### src/rtl/bram_64_arb_pkg.sv
// Shared types and defaults for the two-requester burst arbiter in front of
// port A of the 512 x 64-bit block RAM.
package bram_64_arb_pkg;

  localparam int ADDR_W_DEF = 9;
  localparam int LEN_W_DEF  = 4;
  localparam int REQ_N      = 2;
  localparam int DATA_W     = 64;
  localparam int BE_W       = DATA_W / 8;

  typedef enum logic {
    ST_IDLE  = 1'b0,
    ST_BURST = 1'b1
  } state_e;

  // Byte-lane merge used wherever a masked write has to be modelled.
  function automatic logic [DATA_W-1:0] merge_bytes(
    input logic [DATA_W-1:0] old_d,
    input logic [DATA_W-1:0] new_d,
    input logic [BE_W-1:0]   be
  );
    logic [DATA_W-1:0] res;
    res = old_d;
    for (int b = 0; b < BE_W; b++) begin
      if (be[b]) res[b*8 +: 8] = new_d[b*8 +: 8];
    end
    return res;
  endfunction

endpackage

### src/rtl/bram_64_arb_if.sv
// Bundle of both requester channels plus the RAM port A signals; the arbiter
// sits on the slave side, clients and the RAM on the master side.
interface bram_64_arb_if
  import bram_64_arb_pkg::*;
#(
  parameter int ADDR_W = ADDR_W_DEF,
  parameter int LEN_W  = LEN_W_DEF
);

  logic              r0_req_in;
  logic              r0_wr_in;
  logic [ADDR_W-1:0] r0_addr_in;
  logic [LEN_W-1:0]  r0_len_in;
  logic              r0_gnt_out;
  logic              r0_beat_out;
  logic [DATA_W-1:0] r0_wr_d_in;
  logic [BE_W-1:0]   r0_we_in;
  logic [DATA_W-1:0] r0_rd_d_out;
  logic              r0_rd_vld_out;
  logic              r0_done_out;

  logic              r1_req_in;
  logic              r1_wr_in;
  logic [ADDR_W-1:0] r1_addr_in;
  logic [LEN_W-1:0]  r1_len_in;
  logic              r1_gnt_out;
  logic              r1_beat_out;
  logic [DATA_W-1:0] r1_wr_d_in;
  logic [BE_W-1:0]   r1_we_in;
  logic [DATA_W-1:0] r1_rd_d_out;
  logic              r1_rd_vld_out;
  logic              r1_done_out;

  logic              bram_en_out;
  logic [BE_W-1:0]   bram_we_out;
  logic [ADDR_W-1:0] bram_addr_out;
  logic [DATA_W-1:0] bram_wr_d_out;
  logic [DATA_W-1:0] bram_rd_d_in;

  modport slave (
    input  r0_req_in, r0_wr_in, r0_addr_in, r0_len_in, r0_wr_d_in, r0_we_in,
    output r0_gnt_out, r0_beat_out, r0_rd_d_out, r0_rd_vld_out, r0_done_out,
    input  r1_req_in, r1_wr_in, r1_addr_in, r1_len_in, r1_wr_d_in, r1_we_in,
    output r1_gnt_out, r1_beat_out, r1_rd_d_out, r1_rd_vld_out, r1_done_out,
    output bram_en_out, bram_we_out, bram_addr_out, bram_wr_d_out,
    input  bram_rd_d_in
  );

  modport master (
    output r0_req_in, r0_wr_in, r0_addr_in, r0_len_in, r0_wr_d_in, r0_we_in,
    input  r0_gnt_out, r0_beat_out, r0_rd_d_out, r0_rd_vld_out, r0_done_out,
    output r1_req_in, r1_wr_in, r1_addr_in, r1_len_in, r1_wr_d_in, r1_we_in,
    input  r1_gnt_out, r1_beat_out, r1_rd_d_out, r1_rd_vld_out, r1_done_out,
    input  bram_en_out, bram_we_out, bram_addr_out, bram_wr_d_out,
    output bram_rd_d_in
  );

endinterface

### src/rtl/bram_64_arb_rr_arb_2.sv
// Two-way round-robin picker. Purely combinational: ptr_i = 0 favours
// requester 0, ptr_i = 1 favours requester 1; the pointer register is external.
module rr_arb_2 (
  input  logic [1:0] req_i,
  input  logic       ptr_i,
  output logic [1:0] gnt_o,
  output logic       ptr_o
);

  always_comb begin
    // NOTE: every output gets a default before any branch, so no path leaves
    // a value unassigned and no latch is inferred.
    gnt_o = 2'b00;
    ptr_o = ptr_i;

    unique case (req_i)
      2'b01:   gnt_o = 2'b01;
      2'b10:   gnt_o = 2'b10;
      2'b11:   gnt_o = ptr_i ? 2'b10 : 2'b01;
      default: gnt_o = 2'b00;
    endcase

    // Favour whichever side did not just win; a sole requester still wins.
    if (gnt_o[0])      ptr_o = 1'b1;
    else if (gnt_o[1]) ptr_o = 1'b0;
  end

endmodule

### src/rtl/bram_64_arb.sv
// Round-robin burst arbiter sharing RAM port A between two clients. One beat
// per cycle in BURST; read data returns one cycle later with a valid strobe.
module bram_64_arb
  import bram_64_arb_pkg::*;
#(
  parameter int ADDR_W = ADDR_W_DEF,
  parameter int LEN_W  = LEN_W_DEF
) (
  input  logic          clk_in,
  input  logic          rst_in,
  bram_64_arb_if.slave  bus
);

  state_e             state_q, state_d;
  logic               owner_q, owner_d;
  logic               is_wr_q, is_wr_d;
  logic [ADDR_W-1:0]  addr_q,  addr_d;
  logic [LEN_W-1:0]   cnt_q,   cnt_d;
  logic               ptr_q,   ptr_d;
  logic [REQ_N-1:0]   rd_vld_q, rd_vld_d;

  logic               beat;
  logic               last_beat;
  logic               decide;
  logic [REQ_N-1:0]   arb_req;
  logic [REQ_N-1:0]   gnt;
  logic               ptr_nxt;
  logic               winner;
  logic [BE_W-1:0]    own_we;
  logic [DATA_W-1:0]  own_wd;

  assign beat      = (state_q == ST_BURST);
  assign last_beat = beat && (cnt_q == '0);
  // A decision can happen while idle or on the final beat, which is what
  // lets back-to-back bursts run without a bubble.
  assign decide    = (state_q == ST_IDLE) || last_beat;
  assign arb_req   = (decide && !rst_in) ? {bus.r1_req_in, bus.r0_req_in} : '0;
  assign winner    = gnt[1];

  rr_arb_2 u_rr_arb_2 (
    .req_i (arb_req),
    .ptr_i (ptr_q),
    .gnt_o (gnt),
    .ptr_o (ptr_nxt)
  );

  always_comb begin
    state_d  = state_q;
    owner_d  = owner_q;
    is_wr_d  = is_wr_q;
    addr_d   = addr_q;
    cnt_d    = cnt_q;
    ptr_d    = ptr_q;
    rd_vld_d = '0;

    if (beat && !is_wr_q) rd_vld_d[owner_q] = 1'b1;

    if (decide) begin
      if (gnt != '0) begin
        state_d = ST_BURST;
        owner_d = winner;
        is_wr_d = winner ? bus.r1_wr_in   : bus.r0_wr_in;
        addr_d  = winner ? bus.r1_addr_in : bus.r0_addr_in;
        cnt_d   = winner ? bus.r1_len_in  : bus.r0_len_in;
        ptr_d   = ptr_nxt;
      end else begin
        state_d = ST_IDLE;
      end
    end else begin
      addr_d = addr_q + 1'b1;
      cnt_d  = cnt_q - 1'b1;
    end
  end

  // NOTE: reset is synchronous and sampled only at the clock edge; it also
  // clears the pending read-valid pipeline so an aborted burst leaves no trace.
  always_ff @(posedge clk_in) begin
    if (rst_in) begin
      state_q  <= ST_IDLE;
      owner_q  <= 1'b0;
      is_wr_q  <= 1'b0;
      addr_q   <= '0;
      cnt_q    <= '0;
      ptr_q    <= 1'b0;
      rd_vld_q <= '0;
    end else begin
      // NOTE: non-blocking assignments so every register samples the
      // pre-edge values regardless of statement order.
      state_q  <= state_d;
      owner_q  <= owner_d;
      is_wr_q  <= is_wr_d;
      addr_q   <= addr_d;
      cnt_q    <= cnt_d;
      ptr_q    <= ptr_d;
      rd_vld_q <= rd_vld_d;
    end
  end

  assign own_we = owner_q ? bus.r1_we_in   : bus.r0_we_in;
  assign own_wd = owner_q ? bus.r1_wr_d_in : bus.r0_wr_d_in;

  assign bus.bram_en_out   = beat;
  assign bus.bram_addr_out = beat ? addr_q : '0;
  assign bus.bram_we_out   = (beat && is_wr_q) ? own_we : '0;
  assign bus.bram_wr_d_out = beat ? own_wd : '0;

  assign bus.r0_gnt_out    = gnt[0];
  assign bus.r1_gnt_out    = gnt[1];
  assign bus.r0_beat_out   = beat && !owner_q;
  assign bus.r1_beat_out   = beat &&  owner_q;
  // A reset landing on the last beat aborts the burst, so no done escapes.
  assign bus.r0_done_out   = last_beat && !owner_q && !rst_in;
  assign bus.r1_done_out   = last_beat &&  owner_q && !rst_in;
  assign bus.r0_rd_vld_out = rd_vld_q[0];
  assign bus.r1_rd_vld_out = rd_vld_q[1];
  assign bus.r0_rd_d_out   = bus.bram_rd_d_in;
  assign bus.r1_rd_d_out   = bus.bram_rd_d_in;

endmodule

### src/flat_wrapper.sv
// flat-port wrapper written by rule: the top's interface ports become plain ports
module bram_64_arb_flat import bram_64_arb_pkg::*;
#(
  parameter int ADDR_W = ADDR_W_DEF,
  parameter int LEN_W  = LEN_W_DEF
)
  (clk_in, rst_in, bus_r0_req_in, bus_r0_wr_in, bus_r0_addr_in, bus_r0_len_in, bus_r0_wr_d_in, bus_r0_we_in, bus_r0_gnt_out, bus_r0_beat_out, bus_r0_rd_d_out, bus_r0_rd_vld_out, bus_r0_done_out, bus_r1_req_in, bus_r1_wr_in, bus_r1_addr_in, bus_r1_len_in, bus_r1_wr_d_in, bus_r1_we_in, bus_r1_gnt_out, bus_r1_beat_out, bus_r1_rd_d_out, bus_r1_rd_vld_out, bus_r1_done_out, bus_bram_en_out, bus_bram_we_out, bus_bram_addr_out, bus_bram_wr_d_out, bus_bram_rd_d_in);
  bram_64_arb_if #(.ADDR_W(ADDR_W), .LEN_W(LEN_W)) bus_i ();
  input  logic clk_in;
  input  logic rst_in;
  input wire logic [$bits(bus_i.r0_req_in)-1:0] bus_r0_req_in;
  input wire logic [$bits(bus_i.r0_wr_in)-1:0] bus_r0_wr_in;
  input wire logic [$bits(bus_i.r0_addr_in)-1:0] bus_r0_addr_in;
  input wire logic [$bits(bus_i.r0_len_in)-1:0] bus_r0_len_in;
  input wire logic [$bits(bus_i.r0_wr_d_in)-1:0] bus_r0_wr_d_in;
  input wire logic [$bits(bus_i.r0_we_in)-1:0] bus_r0_we_in;
  output wire logic [$bits(bus_i.r0_gnt_out)-1:0] bus_r0_gnt_out;
  output wire logic [$bits(bus_i.r0_beat_out)-1:0] bus_r0_beat_out;
  output wire logic [$bits(bus_i.r0_rd_d_out)-1:0] bus_r0_rd_d_out;
  output wire logic [$bits(bus_i.r0_rd_vld_out)-1:0] bus_r0_rd_vld_out;
  output wire logic [$bits(bus_i.r0_done_out)-1:0] bus_r0_done_out;
  input wire logic [$bits(bus_i.r1_req_in)-1:0] bus_r1_req_in;
  input wire logic [$bits(bus_i.r1_wr_in)-1:0] bus_r1_wr_in;
  input wire logic [$bits(bus_i.r1_addr_in)-1:0] bus_r1_addr_in;
  input wire logic [$bits(bus_i.r1_len_in)-1:0] bus_r1_len_in;
  input wire logic [$bits(bus_i.r1_wr_d_in)-1:0] bus_r1_wr_d_in;
  input wire logic [$bits(bus_i.r1_we_in)-1:0] bus_r1_we_in;
  output wire logic [$bits(bus_i.r1_gnt_out)-1:0] bus_r1_gnt_out;
  output wire logic [$bits(bus_i.r1_beat_out)-1:0] bus_r1_beat_out;
  output wire logic [$bits(bus_i.r1_rd_d_out)-1:0] bus_r1_rd_d_out;
  output wire logic [$bits(bus_i.r1_rd_vld_out)-1:0] bus_r1_rd_vld_out;
  output wire logic [$bits(bus_i.r1_done_out)-1:0] bus_r1_done_out;
  output wire logic [$bits(bus_i.bram_en_out)-1:0] bus_bram_en_out;
  output wire logic [$bits(bus_i.bram_we_out)-1:0] bus_bram_we_out;
  output wire logic [$bits(bus_i.bram_addr_out)-1:0] bus_bram_addr_out;
  output wire logic [$bits(bus_i.bram_wr_d_out)-1:0] bus_bram_wr_d_out;
  input wire logic [$bits(bus_i.bram_rd_d_in)-1:0] bus_bram_rd_d_in;
  assign bus_i.r0_req_in = bus_r0_req_in;
  assign bus_i.r0_wr_in = bus_r0_wr_in;
  assign bus_i.r0_addr_in = bus_r0_addr_in;
  assign bus_i.r0_len_in = bus_r0_len_in;
  assign bus_i.r0_wr_d_in = bus_r0_wr_d_in;
  assign bus_i.r0_we_in = bus_r0_we_in;
  assign bus_r0_gnt_out = bus_i.r0_gnt_out;
  assign bus_r0_beat_out = bus_i.r0_beat_out;
  assign bus_r0_rd_d_out = bus_i.r0_rd_d_out;
  assign bus_r0_rd_vld_out = bus_i.r0_rd_vld_out;
  assign bus_r0_done_out = bus_i.r0_done_out;
  assign bus_i.r1_req_in = bus_r1_req_in;
  assign bus_i.r1_wr_in = bus_r1_wr_in;
  assign bus_i.r1_addr_in = bus_r1_addr_in;
  assign bus_i.r1_len_in = bus_r1_len_in;
  assign bus_i.r1_wr_d_in = bus_r1_wr_d_in;
  assign bus_i.r1_we_in = bus_r1_we_in;
  assign bus_r1_gnt_out = bus_i.r1_gnt_out;
  assign bus_r1_beat_out = bus_i.r1_beat_out;
  assign bus_r1_rd_d_out = bus_i.r1_rd_d_out;
  assign bus_r1_rd_vld_out = bus_i.r1_rd_vld_out;
  assign bus_r1_done_out = bus_i.r1_done_out;
  assign bus_bram_en_out = bus_i.bram_en_out;
  assign bus_bram_we_out = bus_i.bram_we_out;
  assign bus_bram_addr_out = bus_i.bram_addr_out;
  assign bus_bram_wr_d_out = bus_i.bram_wr_d_out;
  assign bus_i.bram_rd_d_in = bus_bram_rd_d_in;
  bram_64_arb #(.ADDR_W(ADDR_W), .LEN_W(LEN_W)) u_core (.clk_in(clk_in), .rst_in(rst_in), .bus(bus_i));
endmodule
### config.mk
export PLATFORM = sky130hd
export DESIGN_NAME = bram_64_arb_flat
export DESIGN_NICKNAME = d
export VERILOG_FILES = /design/src/rtl/bram_64_arb_pkg.sv /design/src/rtl/bram_64_arb_if.sv /design/src/rtl/bram_64_arb_rr_arb_2.sv /design/src/rtl/bram_64_arb.sv /design/src/flat_wrapper.sv
export SDC_FILE = /design/constraint.sdc
export NUM_CORES = 1
export LEC_CHECK = 0
export BUFFER_PORTS_ARGS = -buffer_cell sky130_fd_sc_hd__buf_2
export CAP_MARGIN = 40
export CORE_AREA = 5 5 174 176
export CTS_CLUSTER_SIZE = 20
export DETAILED_ROUTE_END_ITERATION = 7
export DIE_AREA = 0 0 179 181
export PLACE_DENSITY = 0.5
export SYNTH_ARGS = -nofsm -noshare
export SYNTH_HDL_FRONTEND = slang
export SYNTH_HIERARCHICAL = 1
export SYNTH_SLANG_ARGS = --single-unit
### constraint.sdc
create_clock -name clk_in -period 4 [get_ports clk_in]
set_input_delay 1 -clock clk_in [delete_from_list [all_inputs] [get_ports clk_in]]
set_output_delay 1 -clock clk_in [all_outputs]
set_load 0.005 [all_outputs]
==> metrics <==
status=complete, no violations; Post-DRT Antenna Nets=0; H-tree levels=1; Detailed Place HPWL=12,000 um; Reg area=between 300 and 400 um^2; Multi-input gate area=approximately 2000 um^2; setup repair bufs after CTS=0; Top Ports=458; global-route wire length before repair=19,780 um; clock sinks=19; period utilisation layout=84.96%; static leakage=approximately 2.0 nW; Synthesized Nets=692; CTS tree=done; Final setup viols=0; clock-pin slew on the worst setup and hold paths=roughly 50 ps; number of global-route vias before repair=3,385; final core occ=between 10% and 20%; Fin Clk Skew=roughly 1.7 ps; share of cells above drive strength 1=51.49%; Post-Syn Area per Cell=7.710 um^2; Synth Instances=450; Area growth, synth to finish=24.77%; Netlist Area Pre-Place=around 3500 um^2; HP Class=reg2reg; post-layout net count=about 800; worst-path maximum fanout=20; critical path class=reg2out; die area=approximately 32,000 um^2; Chip Width=179 um; Netlist cell types=37; Slew Viols, Final=0; hold_buf cts=0; startpoint types=flip-flop; Pwr per Cell Area=between 200 and 250 nW/um^2; Pre-antenna DRT Iters=4; total CTS buffers=3; drt total wl=14,160 um; GRT Residual Overflow=0; FFs w/ async S/R, synth=0%; Root Buffer=clkbuf_16; VDD IR max=between 100 and 150 uV; Post-synth EDFFs=0; drt wl/cell=14.81 um; clock buffer depth=2; fin crit period=about 3400 ps; DR DRC count=0; max_cap viols=0; later-pin clock latency in the skew report=~250 ps; Max Fclk=approximately 0.29 GHz; RSZ-0062 raised after global routing=false; vias after detailed routing=roughly 3,300; setup TNS=0 ps; dpl cell area=between 4000 and 5000 um^2; Total GRT Usage=just under 8%; max_slew headroom=47.05%; Die Ht=around 180 um; Arr. time, crit path=between 2000 and 2500 ps; finished layout cell area=between 4000 and 5000 um^2; Resize count post-CTS=0; Worst-Margin Slew=around 800 ps; row cnt=62; Initial Util=roughly 12%; Critical Path RT=3000 ps; Tot Pwr=around 1.0 mW; Core Box Area=28,470 um^2; I/O Buffers=between 200 and 300; First DRT Iteration DRCs=97; vias per cell=between 3 and 4; predominant post-synthesis flop cell=dfxtp_1; largest net degree at the start of global routing=45; Synth Warn #=6; Hold Violations, Final=0; initial antenna violation count=5; crit end category=output pin; filler instances=3,294; post-synthesis sequential area ratio=between 10% and 20%; RePlAce Congestion=0.7563; #FFs+latches synth=19
-- kinds of logic (layout without fill, tap and decap cells) --
group	count (synthesis)	count (layout)	share of synthesized area, %
DFF	19	19	10.96
muxes	85	85	24.70
xor gates and xnor gates	5	5	1.262
other	0	1	0
and+or+nand+nor	134	134	21.53
adders and majority gates	2	2	0.7211
buffers and inverters	164	285	32.49
AOI/OAI and AO/OA	41	41	8.331
-- report_power, final --
part / leakage [nW] / total, mW / internal [mW] / switching [mW]
Combinational: 1.82 / 0.538 / 0.283 / 0.255
Sequential: 0.157 / 0.270 / 0.218 / 0.0521
Clock: 0.0382 / 0.205 / 0.135 / 0.0697
-- path summary, 6_finish.rpt --
path	start	end	slack, ps	depth (start not counted)
worst max-delay path	u_core/cnt_q[0]	bus_r0_gnt_out	600	7
worst max register to register	u_core/cnt_q[0]	u_core/addr_q[0]	900	10
worst min-delay path	u_core/cnt_q[0]	u_core/cnt_q[0]	520	2
worst min register to register	u_core/cnt_q[0]	u_core/cnt_q[0]	520	2
-- synthesized netlist by cell type (2+ instances only) --
library cell / count / area (um^2)
a211oi_1: 9 / 67.56
a211oi_2: 4 / 50.05
a21oi_1: 8 / 40.04
a21oi_2: 2 / 17.52
a32oi_1: 2 / 17.52
and2_1: 9 / 56.30
buf_2: 13 / 65.06
buf_4: 128 / 960.9
buf_6: 2 / 22.52
clkbuf_1: 12 / 45.04
dfxtp_1: 19 / 380.4
ha_1: 2 / 25.02
inv_1: 8 / 30.03
mux2_2: 5 / 56.30
mux2i_1: 80 / 800.8
nand2_1: 16 / 60.06
nand2b_1: 4 / 25.02
nand3_1: 4 / 20.02
nor2_1: 20 / 75.07
nor2b_1: 64 / 400.4
nor3_1: 7 / 35.03
nor3b_1: 4 / 30.03
o21ai_0: 9 / 45.04
o22ai_1: 2 / 12.51
xnor2_1: 5 / 43.79
-- worst max-delay path, cell delays in order, from the launching register on --
cell and delay, ps:
dfxtp_1 320, inv_1 70, ha_1 190, or3b_1 510, and2_4 310, nor3b_1 370, a21boi_1 240, buf_2 140
-- registers in the layout, summed over array words and instances (netlist names) --
signal                  cells
u_core/is_wr_q              1
u_core/ptr_q                1
u_core/addr_q               9
u_core/cnt_q                4
u_core/bus.bram_en_out      1
u_core/rd_vld_q             2
u_core/owner_q              1
-- layer usage --
metal | track usage [%] | vias up | part of all wire (%)
met5 | 0 | - | 0.50
met4 | 3.255 | 10 | 4.7
met3 | 4.139 | 68 | 14
met2 | 12.58 | 203 | 45
met1 | 8.485 | 1416 | 36
li1 | - | 1605 | -
-- cell type report --
cell class / count / share of cell area (%)
sequential: 19 / 8.902
tap: 384 / 11.10
clock buffer: 4 / 1.821
antenna: 1 / 0.05780
timing repair buffer: 273 / 32.02
multi-input combinational: 267 / 45.40
inverter: 8 / 0.6936
-- placed cells by master, fill, tap and decap left out, types with 5 or more instances in the layout --
cell type    n
a21oi_1      8
nor3_1       7
mux2i_1     80
o21ai_0      9
nand2_1     16
buf_4        8
mux2_2       5
dfxtp_1     17
nor2_1      20
nor2b_1     64
and2_1       9
buf_2      265
inv_1        8
a211oi_1     9
xnor2_1      5
-- through the flow --
step | hold WS [ps] | setup slack (ps) | cells
2_1_floorplan | 446.7 | 1084 | 450
3_3_place_gp | 504.8 | 913.7 | 951
3_5_place_dp | 510.6 | 862.1 | 951
4_1_cts | 522.8 | 578.0 | 955
5_1_grt | 565.5 | 468.7 | 955
6_report | 525.0 | 601.7 | 956
No activity file was read; power rests on OpenSTA's default activity.
